`src/rtl/id_hazard_scoreboard_pkg.sv`:
```
// Shared constants for the rvseed ID-stage hazard scoreboard.
//   DEF_REG_ADDR_WIDTH : default architectural register address width
//   X0_REG             : index of the hard-wired zero register, never tracked
//   SB_PEND_W          : default pending-write counter width
package id_hazard_scoreboard_pkg;

  localparam int DEF_REG_ADDR_WIDTH = 5;
  localparam int X0_REG             = 0;
  localparam int SB_PEND_W          = 2;

endpackage

```
`src/rtl/id_hazard_scoreboard_sb_pend_cnt.sv`:
```
// Pending-write counter for one architectural register.
//   clk, rst : clock, synchronous active-high reset
//   clr      : drop all pending writes (flush); wins over inc/dec_cnt
//   inc      : one new write issued this cycle
//   dec_cnt  : number of write-backs retiring this register this cycle
//   cnt      : current pending count
//   nz       : cnt != 0
//   under    : more retires requested than pending writes (count clamps at 0)
module sb_pend_cnt #(
  parameter int PEND_W = 2
) (
  input  logic              clk,
  input  logic              rst,
  input  logic              clr,
  input  logic              inc,
  input  logic [PEND_W:0]   dec_cnt,
  output logic [PEND_W-1:0] cnt,
  output logic              nz,
  output logic              under
);

  localparam logic [PEND_W:0] CNT_MAX = {1'b0, {PEND_W{1'b1}}};

  logic [PEND_W:0] avail;
  logic [PEND_W:0] cnt_next;

  // One extra bit so pend+inc and the wb multiplicity never wrap before clamping.
  assign avail = {1'b0, cnt} + {{PEND_W{1'b0}}, inc};
  assign under = ~clr & (dec_cnt > avail);
  assign nz    = (cnt != '0);

  // NOTE: every always_comb output gets a default first, so no path leaves it unassigned and no latch is inferred.
  always_comb begin
    cnt_next = '0;
    if (dec_cnt < avail) begin
      cnt_next = avail - dec_cnt;
    end
    if (cnt_next > CNT_MAX) begin
      cnt_next = CNT_MAX;
    end
  end

  // NOTE: state is updated with non-blocking assignments so every flop samples pre-edge values.
  always_ff @(posedge clk) begin
    if (rst) begin
      cnt <= '0;
    end else if (clr) begin
      cnt <= '0;
    end else begin
      cnt <= cnt_next[PEND_W-1:0];
    end
  end

endmodule

```
`src/rtl/id_hazard_scoreboard.sv`:
```
// RAW-hazard scoreboard for the ID stage. Tracks outstanding writes per register
// and stalls ID while a source operand still has a write in flight.
//   clk, rst      : clock, synchronous active-high reset
//   flush         : clear all pending state; same-cycle issue/wb are dropped
//   rs_valid      : per-port source operand in use
//   rs_addr       : packed source addresses, port i at [i*RAW +: RAW]
//   issue_valid   : instruction in ID wants to leave
//   issue_we      : instruction writes issue_rd
//   issue_rd      : destination register
//   wb_valid      : per-channel write-back this cycle
//   wb_rd         : packed write-back addresses
//   stall         : combinational hold of ID (RAW hazard or counter full)
//   issue_fire    : issue_valid & ~stall
//   busy_vec      : registered, bit r set while reg r has pending writes
//   err_underflow : sticky, write-back to a register with nothing pending
module id_hazard_scoreboard
  import id_hazard_scoreboard_pkg::*;
#(
  parameter int REG_ADDR_WIDTH = DEF_REG_ADDR_WIDTH,
  parameter int NUM_RS         = 2,
  parameter int NUM_WB         = 2,
  parameter int PEND_W         = SB_PEND_W,
  parameter bit WB_BYPASS      = 1'b1
) (
  input  logic                             clk,
  input  logic                             rst,
  input  logic                             flush,
  input  logic [NUM_RS-1:0]                rs_valid,
  input  logic [NUM_RS*REG_ADDR_WIDTH-1:0] rs_addr,
  input  logic                             issue_valid,
  input  logic                             issue_we,
  input  logic [REG_ADDR_WIDTH-1:0]        issue_rd,
  input  logic [NUM_WB-1:0]                wb_valid,
  input  logic [NUM_WB*REG_ADDR_WIDTH-1:0] wb_rd,
  output logic                             stall,
  output logic                             issue_fire,
  output logic [2**REG_ADDR_WIDTH-1:0]     busy_vec,
  output logic                             err_underflow
);

  localparam int RAW      = REG_ADDR_WIDTH;
  localparam int NUM_REGS = 2**RAW;
  localparam int CNT_W    = PEND_W + 1;
  localparam logic [RAW-1:0]    X0       = RAW'(X0_REG);
  localparam logic [PEND_W-1:0] PEND_MAX = '1;

  logic [NUM_REGS-1:0][PEND_W-1:0] pend;
  logic [NUM_REGS-1:0]             retire;
  logic [NUM_REGS-1:1]             under_vec;
  logic [NUM_RS-1:0]               hazard;
  logic                            full;

  // x0 is never tracked: it always reads as idle and never retires.
  assign pend[0]     = '0;
  assign retire[0]   = 1'b0;
  assign busy_vec[0] = 1'b0;

  for (genvar r = 1; r < NUM_REGS; r++) begin : g_reg
    logic [CNT_W-1:0] dec_cnt;

    // Write-back multiplicity for this register across all channels.
    always_comb begin
      dec_cnt = '0;
      for (int k = 0; k < NUM_WB; k++) begin
        if (wb_valid[k] && (wb_rd[k*RAW +: RAW] == RAW'(r))) begin
          dec_cnt = dec_cnt + CNT_W'(1);
        end
      end
    end

    assign retire[r] = (dec_cnt != '0);

    sb_pend_cnt #(
      .PEND_W (PEND_W)
    ) u_cnt (
      .clk     (clk),
      .rst     (rst),
      .clr     (flush),
      .inc     (issue_fire & issue_we & (issue_rd == RAW'(r))),
      .dec_cnt (dec_cnt),
      .cnt     (pend[r]),
      .nz      (busy_vec[r]),
      .under   (under_vec[r])
    );
  end

  always_comb begin
    hazard = '0;
    for (int i = 0; i < NUM_RS; i++) begin
      logic [RAW-1:0] a;
      a = rs_addr[i*RAW +: RAW];
      if (rs_valid[i] && (a != X0) && (pend[a] != '0)) begin
        hazard[i] = 1'b1;
        // The last pending write retiring this cycle is forwarded, so no stall.
        if (WB_BYPASS && (pend[a] == PEND_W'(1)) && retire[a]) begin
          hazard[i] = 1'b0;
        end
      end
    end
  end

  // A full counter may still accept an issue when the same register retires this cycle.
  assign full = issue_we && (issue_rd != X0) && (pend[issue_rd] == PEND_MAX) && !retire[issue_rd];

  assign stall      = issue_valid & ((|hazard) | full);
  assign issue_fire = issue_valid & ~stall;

  always_ff @(posedge clk) begin
    if (rst) begin
      err_underflow <= 1'b0;
    end else if (|under_vec) begin
      err_underflow <= 1'b1;
    end
  end

endmodule
```
`config.mk`:
```
export PLATFORM = sky130hd
export DESIGN_NAME = id_hazard_scoreboard
export DESIGN_NICKNAME = d
export VERILOG_FILES = /design/src/rtl/id_hazard_scoreboard_pkg.sv /design/src/rtl/id_hazard_scoreboard_sb_pend_cnt.sv /design/src/rtl/id_hazard_scoreboard.sv
export SDC_FILE = /design/constraint.sdc
export NUM_CORES = 1
export LEC_CHECK = 0
export BUFFER_PORTS_ARGS = -buffer_cell sky130_fd_sc_hd__buf_2
export CAP_MARGIN = 20
export CORE_MARGIN = 3
export CORE_UTILIZATION = 57
export DETAILED_ROUTE_END_ITERATION = 10
export PLACE_DENSITY = 0.74
export SLEW_MARGIN = 20
export SYNTH_ARGS = -nofsm -noshare
export SYNTH_HDL_FRONTEND = slang
export SYNTH_SLANG_ARGS = --single-unit
```
`constraint.sdc`:
```
create_clock -name clk -period 8.3 [get_ports clk]
set_clock_uncertainty 0.1 [all_clocks]
set_input_delay 1.66 -clock clk [delete_from_list [all_inputs] [get_ports clk]]
set_output_delay 1.66 -clock clk [all_outputs]
set_load 0.05 [all_outputs]
```
==> impl_metrics.csv, run 1 <==
group,metric,value,unit
clock_network,post_cts_buffers,0,
finish,regArea,1261,um2
yosys,yosys.area_share.adder,33.73,%
clock_network,cts_tree,"yes",
sta,grt_setup_unrepaired,"false",
power,clkPwrFrac,43.7,%
power,combPwrFrac,18.9,%
critical_path,cp.arrival,5.30,ns
drt,drt_iter0_markers,967,
yosys,yosysTopAreaCell,"ha_1",
power,power_leakage,4.371,nW
run,drv_cap,0,
finish,area_growth,4.803,%
critical_path,worstPathCellList,"buf_2 > nor2b_1 > nand2_1 > ha_1 > a21o_1 > mux4_2 > nand3_1 > o31ai_1 > o311ai_2 > o211ai_2 > nor2_1 > buf_2",
sta,setup_viol,0,
global_routing,grt_pass1_vias,8179,
sta,fin_crit_sh,85.03,%
power,p_int,559.4,uW
finish,instances_no_fill,1351,
yosys,ys_seq_area_share,13.37,%
critical_path,worstReg2RegStart,"g_reg[11].u_cnt.cnt[0]",
critical_path,crit_buf_inv,2,
clock_network,clock_latency,0.35,ns
clock_network,cts_buffers,9,
drt,antenna_left,0,
sta,post-route-min-period,7.058,ns
sta,setup_tns,0,ns
floorplanning,dieArea,18120,um2
drt,viasPerCell,6.236,
yosys,synth_area_leaders,"ha_1 (21%), dfxtp_1 (13%), fa_1 (13%)",
critical_path,cp_max_fo,17,
power,switching_share,31.28,%
power,power.share.sequential,37.5,%
finish,multiInputGateArea,6890,um2
finish,layout.nets,1382,
clock_network,htreeDepth,3,
clock_network,clk_pin_slew,0.06,ns
placed_design,dp_slack,1.313,ns
yosys,synth_edf_count,0,
yosys,muxShareOfSynthArea,7.165,%
power,power_switching,254.7,uW
yosys,syn_area,9430,um2
placed_design,dpl.hpwl,22020,um
power,power,814.0,uW
yosys,ys_async_sr_fraction,0,%
worst_hold_path,hold_start,"err_underflow",
critical_path,crit_family,"simple AND/OR/NAND/NOR gates",
drt,wirelength,27320,um
yosys,synth-seq-cells,63,
critical_path,crit_type,"primary input to output pin",
sta,worst_slack,1.242,ns
sta,worst_pin_slew,1.161,ns
yosys,ys.flop_type,"dfxtp_1",
power,peakVddDrop,0.00009135,V
clock_network,clkSinkCount,63,
critical_path,worstSetupStartpoint,"wb_rd[5]",
drt,drt-pass1-iter-count,7,
floorplanning,initial_core_util,58.73,%
drt,drc,0,
clock_network,cts_root_buffer,"clkbuf_16",
finish,fin_area,9883,um2
critical_path,required,6.54,ns
clock_network,holdBufCountCts,0,
placed_design,io_buffers,67,
finish,final_util,61.55,%
sta,max_freq,141.7,MHz
global_routing,grtUsageTotal,30.82,%
critical_path,critPathLaunchType,"primary input",
yosys,syn_nets,1368,
finish,final_cell_mix,"inv_1 (222), ha_1 (155), a21oi_1 (82)",
floorplanning,rows,46,
power,cellPowerDensity,82.36,nW/um2
yosys,synth_cells,1117,
drt,num_vias,8425,
status,outcome,"complete, no violations",
floorplanning,die_h,134.6,um
yosys,synthSimpleGateAreaFrac,13.81,%
critical_path,setup.worst_path.end_class,"output pin",
clock_network,cts.repair.resized,0,
yosys,synth.lib_cells_used.distinct,60,
finish,final_common_cell,"inv_1",
global_routing,grt_pass1_wl,43560,um
global_routing,grt_max_degree,35,
placed_design,dpl.cell_count,1336,
finish,nFillCells,1487,
yosys,synth_top_area_share,20.57,%
sta,hold_viol_final,0,
critical_path,cp_common_cell,"buf_2",
worst_hold_path,hold_class,"flip-flop to flip-flop",
floorplanning,core,16060,um2
yosys,synth-xor-area-share,2.601,%
yosys,synth_compound_area_share,15.72,%
drt,wl_per_cell,20.22,um
yosys,ys_warn_count,0,
placed_design,post_dp_cell_area,9617,um2
floorplanning,io_pins,69,
floorplanning,die_w,134.6,um
yosys,syn_area_per_cell,8.443,um2
sta,whs,0.4175,ns
critical_path,crit_slowest_cell,"nor2b_1",
finish,antenna_cells,0,
yosys,synth_top_family_by_area,"adder cells",
sta,slew_headroom,22.43,%
sta,drv_slew,0,
clock_network,cts_buffer_depth,2,
finish,drive_above_1_share,12.33,%
placed_design,routabilityCongestion,1.010,
global_routing,antenna_found_initial,0,
critical_path,cpPeakStageDelay,0.91,ns
global_routing,grt_overflow,0,
-- state kept, by name, indices dropped and copies added, names as in the netlist --
register       cells
g.u_cnt.cnt       62
err_underflow      1
-- layout make-up --
type                    count  area share, %
multi-input cells         764          69.72
inverters                 223          8.469
clock inverters             3         0.2026
clock buffers              12          2.494
well taps                 216          2.735
repair buffers             70          3.621
flip-flops and latches     63          12.76
-- path summary, 6_finish.rpt --
check / end / slack (ns) / cells after the start
max: issue_fire / 1.24 / 12
min: err_underflow / 0.42 / 2
max reg2reg: err_underflow / 3.60 / 16
min reg2reg: err_underflow / 0.42 / 2
-- cells in the mapped netlist (all sizes together), types with 5 or more instances --
cell type	count
inv	222
ha	155
a21oi	82
dfxtp	63
fa	62
nand2	57
nor2	53
buf	50
nor3	42
or2	34
a31oi	32
a311o	29
xnor2	28
nand3	24
mux4	20
a211oi	18
mux2i	18
clkbuf	17
nor2b	12
nor4	8
nand4	7
a2111oi	6
nand2b	6
nor3b	6
a21o	5
o21ai	5
or3	5
-- power groups by stage --
stage	logic (mW)	clock network [mW]	registers, mW
finish	0.154	0.355	0.305
global route	0.162	0.373	0.305
CTS	0.148	0.360	0.305
detailed placement	0.148	0	0.311
global placement	0.146	0	0.311
floorplan	0.102	0	0.313
-- kinds of logic (layout without fill, tap and decap cells) --
kind of cell,after synthesis,count (layout)
AND/OR/NAND/NOR,262,262
adder cells (fa/ha/maj),217,217
buffers and inverters,290,308
multiplexers,41,41
XOR/XNOR,28,28
other,1,1
AO/OA/AOI/OAI,215,215
flip-flops,63,63
-- layer usage --
| metal | track usage (%) | part of all wire, % | vias to the layer above |
|---|---|---|---|
| met5 | 0 | 0 | - |
| met4 | 12.16 | 4.2 | 0 |
| met3 | 7.526 | 12 | 100 |
| met2 | 48.30 | 44 | 470 |
| met1 | 41.13 | 40 | 4013 |
| li1 | - | - | 3842 |
-- tightest hold or removal path: cells and delay by family (launching register included) --
kind                   cells  cell delay, ns
flip-flops                 1            0.34
buffers and inverters      1            0.07
AO/OA/AOI/OAI              1            0.05
Note: power is estimated with default switching activity, not from simulation.
==> run 2, diff against run 1 <==
Settings changed: CORE_MARGIN 3 to default.
==> impl_metrics.csv, run 2 (synthesis results as in run 1) <==
group,metric,value,unit
clock_network,clock_latency,0.35,ns
floorplanning,die_h,130.6,um
clock_network,htreeDepth,3,
finish,drive_above_1_share,12.10,%
placed_design,dp_slack,1.455,ns
finish,largest_reg_flops,62,
critical_path,crit_slowest_cell,"nor2b_1",
finish,final_util,61.67,%
worst_hold_path,hold_class,"flip-flop to flip-flop",
floorplanning,io_pins,69,
clock_network,cts.repair.resized,0,
sta,fin_crit_sh,84.68,%
finish,layout.nets,1380,
global_routing,grtUsageTotal,33.20,%
power,cellPowerDensity,82.70,nW/um2
power,p_int,565.3,uW
critical_path,critPathLaunchType,"primary input",
clock_network,clk_pin_slew,0.06,ns
critical_path,worstPathCellList,"buf_2 > nor2b_1 > nand2_1 > ha_1 > a21o_1 > mux4_2 > nand3_1 > o31ai_1 > o311ai_2 > o211ai_2 > buf_4 > and2_1 > buf_2",
clock_network,cts_root_buffer,"clkbuf_16",
placed_design,routabilityCongestion,1.017,
power,combPwrFrac,18.7,%
placed_design,dpl.hpwl,21230,um
critical_path,cp.arrival,5.27,ns
finish,area_growth,4.630,%
floorplanning,die_w,130.6,um
placed_design,post_dp_cell_area,9602,um2
power,power_switching,250.6,uW
drt,num_vias,8389,
clock_network,post_cts_buffers,0,
power,power_leakage,4.368,nW
critical_path,setup.worst_path.end_class,"output pin",
run,drv_cap,0,
sta,worst_slack,1.271,ns
critical_path,cp_common_cell,"buf_2",
drt,antenna_left,0,
sta,setup_viol,0,
drt,viasPerCell,6.223,
finish,top_register,"g.u_cnt.cnt",
sta,worst_pin_slew,0.9769,ns
sta,hold_viol_final,0,
critical_path,cpPeakStageDelay,0.77,ns
drt,drt-pass1-iter-count,7,
placed_design,io_buffers,67,
clock_network,cts_buffers,9,
sta,max_freq,142.3,MHz
floorplanning,core,16000,um2
sta,slew_headroom,34.74,%
finish,final_cell_mix,"inv_1 (222), ha_1 (155), a21oi_1 (82)",
floorplanning,initial_core_util,58.94,%
power,power.share.sequential,37.4,%
power,power,815.9,uW
power,clkPwrFrac,43.9,%
finish,antenna_cells,0,
sta,grt_setup_unrepaired,"false",
sta,drv_slew,0,
floorplanning,rows,46,
critical_path,cp_max_fo,21,
clock_network,clkSinkCount,63,
power,switching_share,30.72,%
clock_network,cts_tree,"yes",
clock_network,cts_buffer_depth,2,
sta,whs,0.4213,ns
drt,wl_per_cell,19.80,um
finish,top_regs,"g.u_cnt.cnt (62), err_underflow (1)",
global_routing,grt_overflow,0,
critical_path,required,6.54,ns
sta,setup_tns,0,ns
global_routing,grt_max_degree,35,
sta,post-route-min-period,7.029,ns
finish,fin_area,9867,um2
drt,drt_iter0_markers,790,
placed_design,dpl.cell_count,1334,
global_routing,grt_pass1_wl,42420,um
drt,drc,0,
clock_network,holdBufCountCts,0,
power,peakVddDrop,0.00009933,V
status,outcome,"complete, no violations",
global_routing,antenna_found_initial,2,
drt,wirelength,26690,um
finish,instances_no_fill,1348,
global_routing,grt_pass1_vias,8151,
finish,final_common_cell,"inv_1",
floorplanning,dieArea,17060,um2
critical_path,crit_type,"primary input to output pin",
==> run 2: area by class of cell <==
class	count	area, um2
clock buffer	13	260.3
clock inverter	1	5.005
fill	1450	6133
inverter	223	837.1
multi-input combinational	764	6890
sequential	63	1261
tap	216	270.3
timing repair buffer	68	342.8
==> run 2: power by group through the flow <==
stage          sequential [mW]  combinational (mW)  clock, mW
2_1_floorplan            0.313               0.102          0
3_3_place_gp             0.312               0.145          0
3_5_place_dp             0.311               0.146          0
4_1_cts                  0.305               0.147      0.365
5_1_grt                  0.305               0.162      0.373
6_report                 0.305               0.153      0.358
==> run 2: final timing paths <==
path	cells past startpoint	slack (ns)	endpoint	from
worst max-delay path	13	1.27	stall	wb_rd[5]
worst min-delay path	2	0.42	err_underflow	err_underflow
worst max register to register	15	3.62	err_underflow	g_reg[8].u_cnt.cnt[0]
worst min register to register	2	0.42	err_underflow	err_underflow
==> run 2: worst max-delay path, delay by kind of cell <==
kind / cells / cell delay [ns]
buffers and inverters: 3 / 0.63
adders and majority gates: 1 / 0.28
muxes: 1 / 0.49
and+or+nand+nor: 4 / 1.33
AOI/OAI and AO/OA: 4 / 0.86
==> run 2: routing by layer <==
layer  GRT usage, %  up-vias  part of all wire [%]
met4          14.00        4                   4.0
met2          53.07      483                    45
met3          9.039      104                    11
li1               -     3848                     -
met5              0        -                 0.086
met1          42.23     3950                    40
